[src/rtl/rstl_max_reader.sv]
// Reads the result memory in address triples over three parallel ports and
// streams the packed triples out through a 2-entry FIFO with ready/valid handshake.
module rstl_max_reader #(
  parameter int counterWidth     = 10,
  parameter int numWeightRstlMax = 507,
  parameter int dataWidth        = 8
) (
  input  logic                      clk,
  input  logic                      rst,
  input  logic                      start,
  output logic [counterWidth-1:0]   addr_1,
  output logic [counterWidth-1:0]   addr_2,
  output logic [counterWidth-1:0]   addr_3,
  output logic                      rd_en,
  input  logic [dataWidth-1:0]      rd_data_1,
  input  logic [dataWidth-1:0]      rd_data_2,
  input  logic [dataWidth-1:0]      rd_data_3,
  output logic                      out_valid,
  input  logic                      out_ready,
  output logic [3*dataWidth-1:0]    out_data,
  output logic                      busy,
  output logic                      done
);

  localparam int TW = 3 * dataWidth;
  localparam logic [counterWidth-1:0] LAST_ADDR = counterWidth'(numWeightRstlMax - 1);
  localparam logic [counterWidth-1:0] STEP      = counterWidth'(3);
  localparam logic [counterWidth-1:0] ADDR1_INIT = counterWidth'(0);
  localparam logic [counterWidth-1:0] ADDR2_INIT = counterWidth'(1);
  localparam logic [counterWidth-1:0] ADDR3_INIT = counterWidth'(2);

  typedef enum logic [1:0] {
    IDLE  = 2'd0,
    RUN   = 2'd1,
    DRAIN = 2'd2,
    DONE  = 2'd3
  } state_t;

  state_t                    state_q, state_d;
  logic [counterWidth-1:0]   addr1_q, addr1_d;
  logic [counterWidth-1:0]   addr2_q, addr2_d;
  logic [counterWidth-1:0]   addr3_q, addr3_d;
  logic                      inflight_q, inflight_d;
  logic [TW-1:0]             fifo0_q, fifo0_d;
  logic [TW-1:0]             fifo1_q, fifo1_d;
  logic                      wptr_q, wptr_d;
  logic                      rptr_q, rptr_d;
  logic [1:0]                count_q, count_d;

  logic [TW-1:0]             landing_s;
  logic [TW-1:0]             head_s;
  logic                      pop_s;
  logic                      store_push_s;
  logic                      store_pop_s;
  logic [2:0]                occ_after_pop_s;
  logic                      rd_en_s;

  // Output side: a triple landing this cycle is already visible at the head,
  // so it can be handed out in the same cycle it returns from memory.
  always_comb begin
    landing_s = {rd_data_3, rd_data_2, rd_data_1};
    if (count_q != 2'd0) begin
      head_s = rptr_q ? fifo1_q : fifo0_q;
    end else if (inflight_q) begin
      head_s = landing_s;
    end else begin
      head_s = '0;
    end
    out_valid       = (count_q != 2'd0) || inflight_q;
    out_data        = head_s;
    pop_s           = out_valid && out_ready;
    occ_after_pop_s = 3'(count_q) + 3'(inflight_q) - 3'(pop_s);
    rd_en_s         = (state_q == RUN) && (occ_after_pop_s < 3'd2);
    rd_en           = rd_en_s;
    addr_1          = addr1_q;
    addr_2          = addr2_q;
    addr_3          = addr3_q;
    busy            = (state_q == RUN) || (state_q == DRAIN);
    done            = (state_q == DONE);
  end

  // Storage update: a landing triple consumed directly is never stored.
  always_comb begin
    store_pop_s  = pop_s && (count_q != 2'd0);
    store_push_s = inflight_q && !(pop_s && (count_q == 2'd0));
    fifo0_d      = fifo0_q;
    fifo1_d      = fifo1_q;
    if (store_push_s) begin
      if (wptr_q) begin
        fifo1_d = landing_s;
      end else begin
        fifo0_d = landing_s;
      end
    end else begin
      fifo0_d = fifo0_q;
    end
    wptr_d     = wptr_q ^ store_push_s;
    rptr_d     = rptr_q ^ store_pop_s;
    count_d    = count_q + 2'(store_push_s) - 2'(store_pop_s);
    inflight_d = rd_en_s;
  end

  // Pass sequencing and read-address generation.
  always_comb begin
    state_d = state_q;
    addr1_d = addr1_q;
    addr2_d = addr2_q;
    addr3_d = addr3_q;
    case (state_q)
      IDLE: begin
        addr1_d = ADDR1_INIT;
        addr2_d = ADDR2_INIT;
        addr3_d = ADDR3_INIT;
        if (start) begin
          state_d = RUN;
        end else begin
          state_d = IDLE;
        end
      end
      RUN: begin
        if (rd_en_s) begin
          addr1_d = addr1_q + STEP;
          addr2_d = addr2_q + STEP;
          addr3_d = addr3_q + STEP;
          if (addr3_q == LAST_ADDR) begin
            state_d = DRAIN;
          end else begin
            state_d = RUN;
          end
        end else begin
          state_d = RUN;
        end
      end
      DRAIN: begin
        if (occ_after_pop_s == 3'd0) begin
          state_d = DONE;
        end else begin
          state_d = DRAIN;
        end
      end
      DONE: begin
        state_d = IDLE;
        addr1_d = ADDR1_INIT;
        addr2_d = ADDR2_INIT;
        addr3_d = ADDR3_INIT;
      end
      default: begin
        state_d = IDLE;
        addr1_d = ADDR1_INIT;
        addr2_d = ADDR2_INIT;
        addr3_d = ADDR3_INIT;
      end
    endcase
  end

  // State register; reset drops buffered and in-flight data.
  always_ff @(posedge clk) begin
    if (!rst) begin
      state_q    <= IDLE;
      addr1_q    <= ADDR1_INIT;
      addr2_q    <= ADDR2_INIT;
      addr3_q    <= ADDR3_INIT;
      inflight_q <= 1'b0;
      fifo0_q    <= '0;
      fifo1_q    <= '0;
      wptr_q     <= 1'b0;
      rptr_q     <= 1'b0;
      count_q    <= 2'd0;
    end else begin
      state_q    <= state_d;
      addr1_q    <= addr1_d;
      addr2_q    <= addr2_d;
      addr3_q    <= addr3_d;
      inflight_q <= inflight_d;
      fifo0_q    <= fifo0_d;
      fifo1_q    <= fifo1_d;
      wptr_q     <= wptr_d;
      rptr_q     <= rptr_d;
      count_q    <= count_d;
    end
  end

endmodule

[config.mk]
export PLATFORM = sky130hd
export DESIGN_NAME = rstl_max_reader
export DESIGN_NICKNAME = d
export VERILOG_FILES = /design/src/rtl/rstl_max_reader.sv
export SDC_FILE = /design/constraint.sdc
export NUM_CORES = 1
export LEC_CHECK = 0
export CAP_MARGIN = 20
export CORE_MARGIN = 2
export CORE_UTILIZATION = 55
export CTS_CLUSTER_SIZE = 10
export DETAILED_ROUTE_END_ITERATION = 7
export PLACE_DENSITY = 0.92
export SKIP_CTS_REPAIR_TIMING = 1
export SLEW_MARGIN = 25
export SYNTH_ARGS = -nofsm -noshare
export SYNTH_HDL_FRONTEND = slang
export SYNTH_SLANG_ARGS = --single-unit
[constraint.sdc]
create_clock -name clk -period 10.3 [get_ports clk]
set_clock_uncertainty 0.15 [all_clocks]
set_input_delay 2.06 -clock clk [delete_from_list [all_inputs] [get_ports clk]]
set_output_delay 2.06 -clock clk [all_outputs]
set_load 0.005 [all_outputs]
==> results by group <==
Job
  • Max-cap violations: 0

Power and ir drop
  • Sw Pwr: 0.3871 mW
  • Combinational Power Share: between 30 and 40%
  • Sw Ratio: a little under two fifths
  • Leak: about 1.7 nW
  • Peak VDD IR: 0.1282 mV
  • Clock share of power: 25.8%
  • Reg power frac: 37.4%
  • Power density cells: approximately 190 nW/um^2
  • Overall Power: 1.046 mW
  • Cell-internal power: about 0.66 mW

Routing
  • Routed via count: between 3000 and 4000
  • Drc violations: 0
  • Post-DRT Antenna Nets: 0
  • Routed WL: just under 10 mm
  • WL/cell: 15.44 um
  • DRT iter0 DRCs: between 200 and 250
  • Vias per cell: about 5.7
  • Drt pass-1 iters: 4

Placement
  • Detail Placement HPWL: roughly 6.7 mm
  • GPL Wtd Cong: 0.7909
  • DP Worst Slack: around 3.4 ns
  • IO buf count: 85

Synth
  • XOR/XNOR Fraction of Synth Area: under 10%
  • Biggest area consumer among synthesized cells: dfxtp_1
  • Syn Nets: roughly 510
  • Synth cell types: 38
  • Yosys reg bits: 85
  • Post-Synth Simple-Gate Area: between 20% and 30%
  • Synth Warn #: 0
  • Mean Syn Cell Area: ~9.1 um^2
  • Synth Area in Compound Gates: a little under an eighth
  • Post-synth EDFFs: 0
  • Synth Instances: roughly 470
  • Ys flop type: dfxtp_1
  • Share of the synthesized area in the top cell type: 40.05%
  • Synth Cell Area: around 4200 um^2
  • Register area share after synthesis: roughly two fifths
  • Adder-cell area share of the yosys netlist: 4.594%
  • Largest family of logic cells by synthesized area: simple AND/OR/NAND/NOR gates
  • Mux share of post-synthesis cell area: between 10% and 20%
  • Synth async-reset ratio: 0%
  • Dominant cells by area after synthesis: dfxtp_1, mux2i_1, nor2b_1

Setup path
  • CP arrival: around 4.7 ns
  • WP data required: just over 8 ns
  • Worst Setup Start Kind: input port
  • Delay-heaviest family, CP: buffers and inverters
  • Critical path's largest stage delay: 0.51 ns
  • Worst Path Buf+Inv: 4
  • Crit Path Class: in -> out
  • Worst-path fanout max: 5
  • Crit. End Element: output port
  • Sequence of cells on the critical path: clkdlybuf4s50_1 > and2_1 > ha_1 > inv_1 > ha_1 > fa_1 > nor2b_1 > nand2_1 > inv_1 > clkdlybuf4s50_1
  • Slowest CP cell: clkdlybuf4s50_1

Global route
  • Vias in the first global route: ~3500
  • Initial antenna violation count: 0
  • First-pass GRT wire length: 16.30 mm
  • Grt ovf: 0
  • Total track usage: a little under a quarter
  • Pin count of the biggest net entering global routing: between 60 and 70

Clocking
  • Total CTS buffers: 9
  • Clock transition at path regs: ~0.09 ns
  • CTS Sinks: 85
  • Worst-Skew Late Latency: 0.36 ns
  • CTS Buffer Depth: 2
  • CTS root buf: clkbuf_8
  • CTS tree: done
  • H-tree depth: 3

Final layout
  • Nets: a little under 600
  • Register area: between 1500 and 2000 um^2
  • Ant. Diodes: 0
  • Fill count: approximately 580
  • Share of cells above drive strength 1: 5.166%
  • Synth-to-Final Area Change: 26.88%
  • Post-layout util: between 70 and 80%
  • Area of the multi-input gates: between 2000 and 2500 um^2

Timing
  • Slew Limit Fails: 0
  • FMAX: 0.1444 GHz
  • Final setup margin: approximately 3.4 ns
  • Hold Violations, Final: 0
  • RSZ-0062 raised after global routing: no
  • TNS Setup: 0 ns
  • Slew HR: 49.56%
  • Slew @ Worst Pin: 0.7565 ns
  • Worst hold slack: between 0.3 and 0.4 ns
  • Min Tclk post-route: roughly 6.9 ns
  • Fin crit share: around 67%
  • Final setup vio count: 0

Die
  • Initial Util: a little under three fifths
  • Num ports: 86
  • Core Region: between 7000 and 8000 um^2
  • Die Y: between 90 and 100 um
  • Row count: 32
  • Die area: roughly 8400 um^2
  • DIE WIDTH: between 90 and 100 um

Run status
  • Run status: finished, final reports clean

Min path
  • Tightest Hold Check Type: reg -> reg
## worst register-to-register path: cells and delay by family, from the launching register on
| kind | cells | cell delay, ns |
|---|---|---|
| flops | 1 | 0.50 |
| simple gates | 4 | 1.53 |
| compound gates | 2 | 0.25 |
| fa+ha+maj | 3 | 0.92 |
| buf+inv | 2 | 0.30 |
## per-layer routing
metal / routed length (um) / GRT usage (%) / vias up
met5: 0 / 0 / -
met4: 140 / 9.701 / 0
met3: 437 / 3.615 / 11
met2: 5063 / 41.91 / 102
met1: 4299 / 28.60 / 1764
li1: - / - / 1798
## state kept, by name, indices dropped and copies added, names as in the netlist, named ones only
register / flops
addr_1: 10
wptr_q: 1
fifo0_q: 24
state_q: 1
rptr_q: 1
count_q: 2
addr_3: 10
fifo1_q: 24
addr_2: 10
inflight_q: 1
## through the flow
| stage | std cells | area (um^2) |
|---|---|---|
| floorplan | 465 | 4249 |
| global placement | 628 | 5161 |
| detailed placement | 628 | 5161 |
| CTS | 644 | 5390 |
| global route | 644 | 5391 |
| finish | 644 | 5391 |
## cells in the final DEF, fill, tap and decap left out, drive strengths merged, types with 2 or more instances in the layout
cell type	instances
clkdlybuf4s50	85
dfxtp	85
mux2i	74
nor2b	51
o21ai	41
nand3	31
a21oi	24
inv	20
nand2	14
ha	14
o31ai	12
or4	12
or3	11
and2	9
clkbuf	9
nor2	9
buf	6
nand4	5
and4	3
xnor2	3
a21o	2
o22ai	2
nand4b	2
bufinv	2
xor2	2
## Yosys cell counts (2+ instances only)
cell type and n:
dfxtp_1 85, mux2i_1 74, nor2b_1 51, o21ai_0 41
nand3_1 31, a21oi_1 23, clkbuf_1 23, inv_1 17
ha_1 14, nand2_1 14, o31ai_1 12, or4_1 12
or3_1 11, and2_1 9, nor2_1 9, buf_1 6
nand4_1 5, and4_1 3, xnor2_1 3, a21o_1 2
nand4b_1 2, o22ai_1 2
## worst paths after layout
check / startpoint / end / slack [ns] / depth (start not counted)
worst min-delay path: addr_2[9] / addr_2[9] / 0.33 / 2
worst max register to register: inflight_q / addr_2[7] / 6.56 / 11
worst max-delay path: out_ready / rd_en / 3.38 / 10
worst min register to register: addr_2[9] / addr_2[9] / 0.33 / 2
## power groups by stage
stage	Clock (mW)	Combinational, mW	Sequential, mW
after global placement	0	0.365	0.396
after global routing	0.288	0.422	0.395
after detailed placement	0	0.378	0.398
final	0.270	0.385	0.391
after CTS	0.274	0.381	0.391
after floorplan	0	0.260	0.379
## layout make-up
type                            instances  share of cell area [%]
Multi-Input combinational cell        333                   44.00
Sequential cell                        85                   31.58
Timing Repair Buffer                   91                   16.62
Tap cell                              102                   2.367
Clock buffer                            9                   2.298
Clock inverter                          7                   1.949
Inverter                               17                   1.184
## logic make-up (layout without fill, tap and decap cells)
kind of cell,Yosys count,after routing
DFF,85,85
adders and majority gates,15,15
buffers and inverters,47,124
muxes,74,74
and+or+nand+nor,151,151
AOI/OAI and AO/OA,88,88
xor gates and xnor gates,5,5
(Power assumes the default switching activity.)
